File: config.mk
export PLATFORM = sky130hd
export DESIGN_NAME = mmio_dma
export DESIGN_NICKNAME = d
export VERILOG_FILES = /design/src/rtl/mmio_dma.sv
export SDC_FILE = /design/constraint.sdc
export NUM_CORES = 1
export LEC_CHECK = 0
export BUFFER_PORTS_ARGS = -buffer_cell sky130_fd_sc_hd__buf_2
export CORE_MARGIN = 2
export CORE_UTILIZATION = 25
export DETAILED_ROUTE_END_ITERATION = 10
export PLACE_DENSITY = 0.53
export SLEW_MARGIN = 40
export SYNTH_ARGS = -nofsm -noshare
export SYNTH_HDL_FRONTEND = slang
export SYNTH_SLANG_ARGS = --single-unit
File: constraint.sdc
create_clock -name clk -period 3.35 [get_ports clk]
set_input_delay 0.5025 -clock clk [delete_from_list [all_inputs] [get_ports clk]]
set_output_delay 0.5025 -clock clk [all_outputs]
set_load 0.005 [all_outputs]
File: src/rtl/mmio_dma.sv
// Byte-wide MMIO bus-master copy engine: one read then one write per byte,
// stalled by grant, with abort that never drops a byte already read.
module mmio_dma #(
  parameter int RD_LAT = 1
) (
  input  logic        clk,
  input  logic        reset,
  input  logic        start,
  input  logic        abort,
  input  logic [14:0] src,
  input  logic [14:0] dst,
  input  logic [8:0]  len,
  input  logic        src_inc,
  input  logic        dst_inc,
  input  logic        grant,
  output logic        m_re,
  output logic        m_we,
  output logic [14:0] m_addr,
  output logic [7:0]  m_data_write,
  input  logic [7:0]  m_data_read,
  output logic        busy,
  output logic        done,
  output logic [8:0]  remaining
);

  typedef enum logic [2:0] {
    S_IDLE,
    S_READ,
    S_WAIT,
    S_WRITE,
    S_FIN
  } state_t;

  localparam logic [1:0] WAIT_LAST = 2'(RD_LAT - 1);

  state_t      state, state_nxt;
  logic [14:0] src_ptr, src_ptr_nxt;
  logic [14:0] dst_ptr, dst_ptr_nxt;
  logic        src_step, src_step_nxt;
  logic        dst_step, dst_step_nxt;
  logic [1:0]  wcnt, wcnt_nxt;
  logic        abort_pend, abort_pend_nxt;
  logic        m_re_nxt, m_we_nxt, busy_nxt, done_nxt;
  logic [14:0] m_addr_nxt;
  logic [7:0]  m_data_write_nxt;
  logic [8:0]  remaining_nxt;

  logic [14:0] src_adv, dst_adv;
  logic [8:0]  rem_dec;
  logic        abort_now;

  // 15-bit adds wrap 0x7FFF -> 0x0000 by construction.
  assign src_adv   = src_ptr + 15'(src_step);
  assign dst_adv   = dst_ptr + 15'(dst_step);
  assign rem_dec   = remaining - 9'd1;
  assign abort_now = abort | abort_pend;

  always_ff @(posedge clk or posedge reset) begin
    if (reset) begin
      state        <= S_IDLE;
      src_ptr      <= '0;
      dst_ptr      <= '0;
      src_step     <= 1'b0;
      dst_step     <= 1'b0;
      wcnt         <= '0;
      abort_pend   <= 1'b0;
      m_re         <= 1'b0;
      m_we         <= 1'b0;
      m_addr       <= '0;
      m_data_write <= '0;
      busy         <= 1'b0;
      done         <= 1'b0;
      remaining    <= '0;
    end else begin
      state        <= state_nxt;
      src_ptr      <= src_ptr_nxt;
      dst_ptr      <= dst_ptr_nxt;
      src_step     <= src_step_nxt;
      dst_step     <= dst_step_nxt;
      wcnt         <= wcnt_nxt;
      abort_pend   <= abort_pend_nxt;
      m_re         <= m_re_nxt;
      m_we         <= m_we_nxt;
      m_addr       <= m_addr_nxt;
      m_data_write <= m_data_write_nxt;
      busy         <= busy_nxt;
      done         <= done_nxt;
      remaining    <= remaining_nxt;
    end
  end

  // Strobes are registered, so each one is decided from grant sampled at the
  // edge that starts its cycle; a READ/WRITE cycle without a strobe is a stall.
  always_comb begin
    state_nxt        = state;
    src_ptr_nxt      = src_ptr;
    dst_ptr_nxt      = dst_ptr;
    src_step_nxt     = src_step;
    dst_step_nxt     = dst_step;
    wcnt_nxt         = wcnt;
    abort_pend_nxt   = abort_pend;
    m_re_nxt         = 1'b0;
    m_we_nxt         = 1'b0;
    m_addr_nxt       = m_addr;
    m_data_write_nxt = m_data_write;
    busy_nxt         = busy;
    done_nxt         = 1'b0;
    remaining_nxt    = remaining;

    case (state)
      S_IDLE: begin
        abort_pend_nxt = 1'b0;
        if (start) begin
          src_ptr_nxt   = src;
          dst_ptr_nxt   = dst;
          src_step_nxt  = src_inc;
          dst_step_nxt  = dst_inc;
          remaining_nxt = len;
          if (len != 9'd0) begin
            state_nxt = S_READ;
            busy_nxt  = 1'b1;
            if (grant) begin
              m_re_nxt   = 1'b1;
              m_addr_nxt = src;
            end
          end else begin
            state_nxt = S_FIN;
            done_nxt  = 1'b1;
          end
        end
      end

      S_READ: begin
        if (m_re) begin
          // The read is on the bus; its byte must be written even if aborted.
          state_nxt = S_WAIT;
          wcnt_nxt  = WAIT_LAST;
          if (abort) abort_pend_nxt = 1'b1;
        end else if (abort_now) begin
          state_nxt = S_FIN;
          done_nxt  = 1'b1;
          busy_nxt  = 1'b0;
        end else if (grant) begin
          m_re_nxt   = 1'b1;
          m_addr_nxt = src_ptr;
        end
      end

      S_WAIT: begin
        if (abort) abort_pend_nxt = 1'b1;
        if (wcnt == 2'd0) begin
          m_data_write_nxt = m_data_read;
          state_nxt        = S_WRITE;
          if (grant) begin
            m_we_nxt   = 1'b1;
            m_addr_nxt = dst_ptr;
          end
        end else begin
          wcnt_nxt = wcnt - 2'd1;
        end
      end

      S_WRITE: begin
        if (m_we) begin
          remaining_nxt = rem_dec;
          src_ptr_nxt   = src_adv;
          dst_ptr_nxt   = dst_adv;
          if (rem_dec == 9'd0 || abort_now) begin
            state_nxt = S_FIN;
            done_nxt  = 1'b1;
            busy_nxt  = 1'b0;
          end else begin
            state_nxt = S_READ;
            if (grant) begin
              m_re_nxt   = 1'b1;
              m_addr_nxt = src_adv;
            end
          end
        end else begin
          if (abort) abort_pend_nxt = 1'b1;
          if (grant) begin
            m_we_nxt   = 1'b1;
            m_addr_nxt = dst_ptr;
          end
        end
      end

      S_FIN: begin
        state_nxt = S_IDLE;
      end

      default: begin
        state_nxt = S_IDLE;
      end
    endcase
  end

endmodule

==> Flow_metrics.wiki <==
{| class="wikitable"
! Metric !! Value
|-
| Outcome || completed
|-
| Final Hold Viols || 0
|-
| Top layer in use || met4
|-
| First-pass iteration count of the detailed router || 6
|-
| Overall die width || roughly 140 um
|-
| Worst-margin pin slew || around 800 ps
|-
| Stage delay of the slowest cell on the critical path || approximately 640 ps
|-
| Pwr Total || between 5000 and 6000 uW
|-
| Post-synthesis simple-gate area fraction || between 10% and 20%
|-
| Tightest slew margin relative to the limit || between 40 and 50%
|-
| Average instance area after synthesis || 8.23 um2
|-
| Highest fanout seen on the critical path || 15
|-
| Number of remaining DRC errors || 0
|-
| Setup slack of the critical path after layout || around 520 ps
|-
| Number of top-level design ports || 90
|-
| Sink count of the clock tree || 74
|-
| Cell type group with the largest total delay on the critical path || compound AO/OA/AOI/OAI gates
|-
| Post-synthesis sequential area ratio || between 30% and 40%
|-
| Total Neg Setup Slack || 0 ps
|-
| Row cnt || 50
|-
| Filler instances || about 2000
|-
| Antenna Violating Nets Remaining || 0
|-
| Wire length the detailed router placed on met1 || 7980 um
|-
| Die Span Y || 143 um
|-
| Critical-path cell with the highest stage delay || sky130_fd_sc_hd__a21oi_4
|-
| Post-synthesis async set-or-reset flop share || 100%
|-
| Unrepaired setup endpoints after global routing || no
|-
| Number of global-route vias before repair || roughly 4500
|-
| Initial core utilization || about a quarter
|-
| Slew Limit Fails || 0
|-
| Routed via count divided by cell count || 5.12
|-
| Multiplexer fraction of the synthesized cell area || 10.0%
|-
| Main combinational cell family by area after synthesis || compound AO/OA/AOI/OAI gates
|-
| Worst path cell trace || nor4_1 -> o21ai_0 -> a211oi_1 -> nor4_4 -> a21oi_4 -> mux2_2
|-
| Final-report setup violation count || 0
|-
| Number of cells produced by synthesis || about 600
|-
| Bufs on Longest Clock Path || 2
|-
| Standard cell core area || between 15000 and 20000 um2
|-
| Worst Setup Slack post-DPL || 528 ps
|-
| CTS H-tree depth || 3
|-
| Post-cts resize count || 0
|-
| Number of warning messages in the yosys log || 0
|-
| Number of unique standard cell types used by synthesis || 55
|-
| Clock tree from TritonCTS || yes
|-
| Layout cells sized above 1 || 23.6%
|-
| Number of nets in the synthesized netlist || approximately 650
|-
| Buffers on Ports || 89
|-
| Worst hold path type || in2async
|-
| Number of cells on the critical path || 6
|-
| Area fraction in compound gates after synthesis || 24.7%
|-
| Endpoint kind of the worst setup timing path || register
|-
| Static power due to leakage || between 0.002 and 0.0025 uW
|-
| Utilization after layout || between 30% and 40%
|-
| Total instance count after detailed placement || 912
|-
| FF-to-FF End || m_addr[3]$_DFFE_PP0P_
|-
| Number of clock buffers inserted by TritonCTS || 9
|-
| Library cell with the largest summed area after synthesis || sky130_fd_sc_hd__dfrtp_1
|-
| Capture point of the worst path || m_addr[3]$_DFFE_PP0P_
|-
| Routed length on met2 || 6780 um
|-
| Clock insertion delay at the later pin of the skew report || roughly 340 ps
|-
| Drt wl/cell || between 15 and 20 um
|-
| Final Critical Period || between 2000 and 3000 ps
|-
| Cell with the most instances after synthesis || sky130_fd_sc_hd__a21oi_1
|-
| Full die area || ~20000 um2
|-
| Path depth of the worst reg2reg path || 6
|-
| WS Path Type || reg2reg
|-
| Met3 layer wire length in the routed design || 1090 um
|-
| Total via count in the routed design || approximately 4700
|-
| Cell Count, Final, Fillers Out || a little over 900
|-
| Worst setup slack for register-to-register paths || between 500 and 600 ps
|-
| Cell chosen for the clock root || sky130_fd_sc_hd__clkbuf_16
|-
| Setup clock skew after layout || 5.94 ps
|-
| Number of buffer and inverter stages on the critical path || 0
|-
| Maximum number of pins on one net before global-route repair || 46
|-
| Hold_buf cts || 0
|-
| Crit. Startpoint || remaining[3]$_DFFE_PP0P_
|-
| First-pass GRT wire length || approximately 26000 um
|-
| Layout Area Growth over Synthesis || 21.3%
|-
| Final Net Count || 724
|-
| Portion of the clock cycle consumed by the worst path in the final layout || 84.6%
|-
| Fmax achieved || roughly 350 MHz
|-
| Adder-cell share of the synthesized area || under 10%
|-
| Leading cell types by count after synthesis || 77 x sky130_fd_sc_hd__a21oi_1, 74 x sky130_fd_sc_hd__dfrtp_1, 63 x sky130_fd_sc_hd__nand2_1
|-
| Launching element type of the critical path || register
|-
| Initial antenna violation count || 0
|-
| Xor and xnor area share after synthesis || less than 1%
|-
| Data required time of the critical path || between 3000 and 4000 ps
|-
| Clock-pin transition on the worst setup and hold timing paths || roughly 60 ps
|-
| Number of enable-type register cells in the synthesized netlist || 0
|-
| Gpl congestion || ~0.84
|-
| Total global routing track utilization || ~16%
|-
| Cell types with the largest area share after synthesis || sky130_fd_sc_hd__dfrtp_1 38%, sky130_fd_sc_hd__a21oi_1 8.0%, sky130_fd_sc_hd__o21ai_0 5.8%, sky130_fd_sc_hd__nand2_1 4.9%, sky130_fd_sc_hd__nor2_1 4.7%
|-
| Synth Flop Type || sky130_fd_sc_hd__dfrtp_1
|-
| Number of buffers added for setup after CTS || 0
|-
| Launch point of the worst reg-to-reg path || remaining[3]$_DFFE_PP0P_
|-
| Aggregate global routing overflow || 0
|-
| Synth top area share || between 30% and 40%
|-
| Critical Path AT || 3070 ps
|-
| Final routed wirelength across all metal layers || between 15000 and 20000 um
|-
| Areal power density over the cells || just under 1000 nW/um2
|-
| Final HPWL DP || 11600 um
|-
| Register bit count reported by yosys || 74
|-
| Max-cap violations || 0
|-
| Diode insertion count for antenna repair || 0
|-
| Largest vdd supply drop || between 300 and 400 uV
|-
| DR iter-0 viols || between 300 and 400
|-
| Cell area after technology mapping || 4820 um2
|}
through the flow:
stage               hold slack (ps)  area [um2]
global route                    183        5850
finish                          147        5850
detailed placement              490        5590
floorplan                       468        4820
CTS                             166        5850
global placement                488        5590
per-layer routing:
metal	vias to the layer above	global-route usage (%)
met1	2247	24.3
met3	22	3.92
li1	2303	-
met5	-	0
met4	0	4.01
met2	161	23.9
cell type report:
cell class | instances | area (um2) | share of cell area [%]
multi-input cells | 458 | 2770 | 47.3
flip-flops and latches | 74 | 1850 | 31.7
repair buffers | 108 | 601 | 10.3
well taps | 260 | 325 | 5.56
clock buffers | 13 | 260 | 4.45
inverters | 12 | 46.3 | 0.791
layout by cell type, fill, tap and decap left out, drive strengths merged, types with 5 or more instances in the layout:
| cell | n |
|---|---|
| nand3 | 17 |
| inv | 11 |
| clkbuf | 13 |
| buf | 108 |
| nor4 | 9 |
| o22ai | 14 |
| mux2 | 29 |
| a21oi | 78 |
| nand2b | 5 |
| a22oi | 5 |
| nor2b | 6 |
| o21ai | 57 |
| ha | 7 |
| nor3 | 20 |
| dfrtp | 74 |
| nor2 | 60 |
| nand2 | 63 |
| mux2i | 12 |
| a31oi | 11 |
state kept, by name, summed over array words and instances, names as in the netlist, 2 cells and up:
| name | flops |
|---|---|
| dst_ptr | 15 |
| m_addr | 15 |
| m_data_write | 8 |
| remaining | 9 |
| src_ptr | 15 |
| state | 3 |
| wcnt | 2 |
worst min path at each step:
stage,endpoint,slack (ps),cells past startpoint
2_1_floorplan,wcnt[1]$_DFFE_PP0P_,470,2
3_3_place_gp,wcnt[1]$_DFFE_PP0P_,490,2
3_5_place_dp,m_data_write[5]$_DFFE_PP0P_,490,1
4_1_cts,state[0]$_DFFE_PP0P_,170,2
5_1_grt,state[0]$_DFFE_PP0P_,180,2
6_report,state[0]$_DFFE_PP0P_,150,2
cell families (layout without fill, tap and decap cells):
family	after synthesis	in the layout
adders and majority gates	7	7
buffers and inverters	54	133
xor gates and xnor gates	5	5
muxes	41	41
AOI/OAI and AO/OA	202	202
and+or+nand+nor	203	203
DFF	74	74
power by group:
part / switching, uW / leakage, uW / internal (uW) / total, uW
Combinational: 1600 / 0.00144 / 1310 / 2920
Clock: 366 / 0.000128 / 530 / 896
Sequential: 602 / 0.000867 / 1340 / 1950
Note: power is estimated with default switching activity, not from simulation.
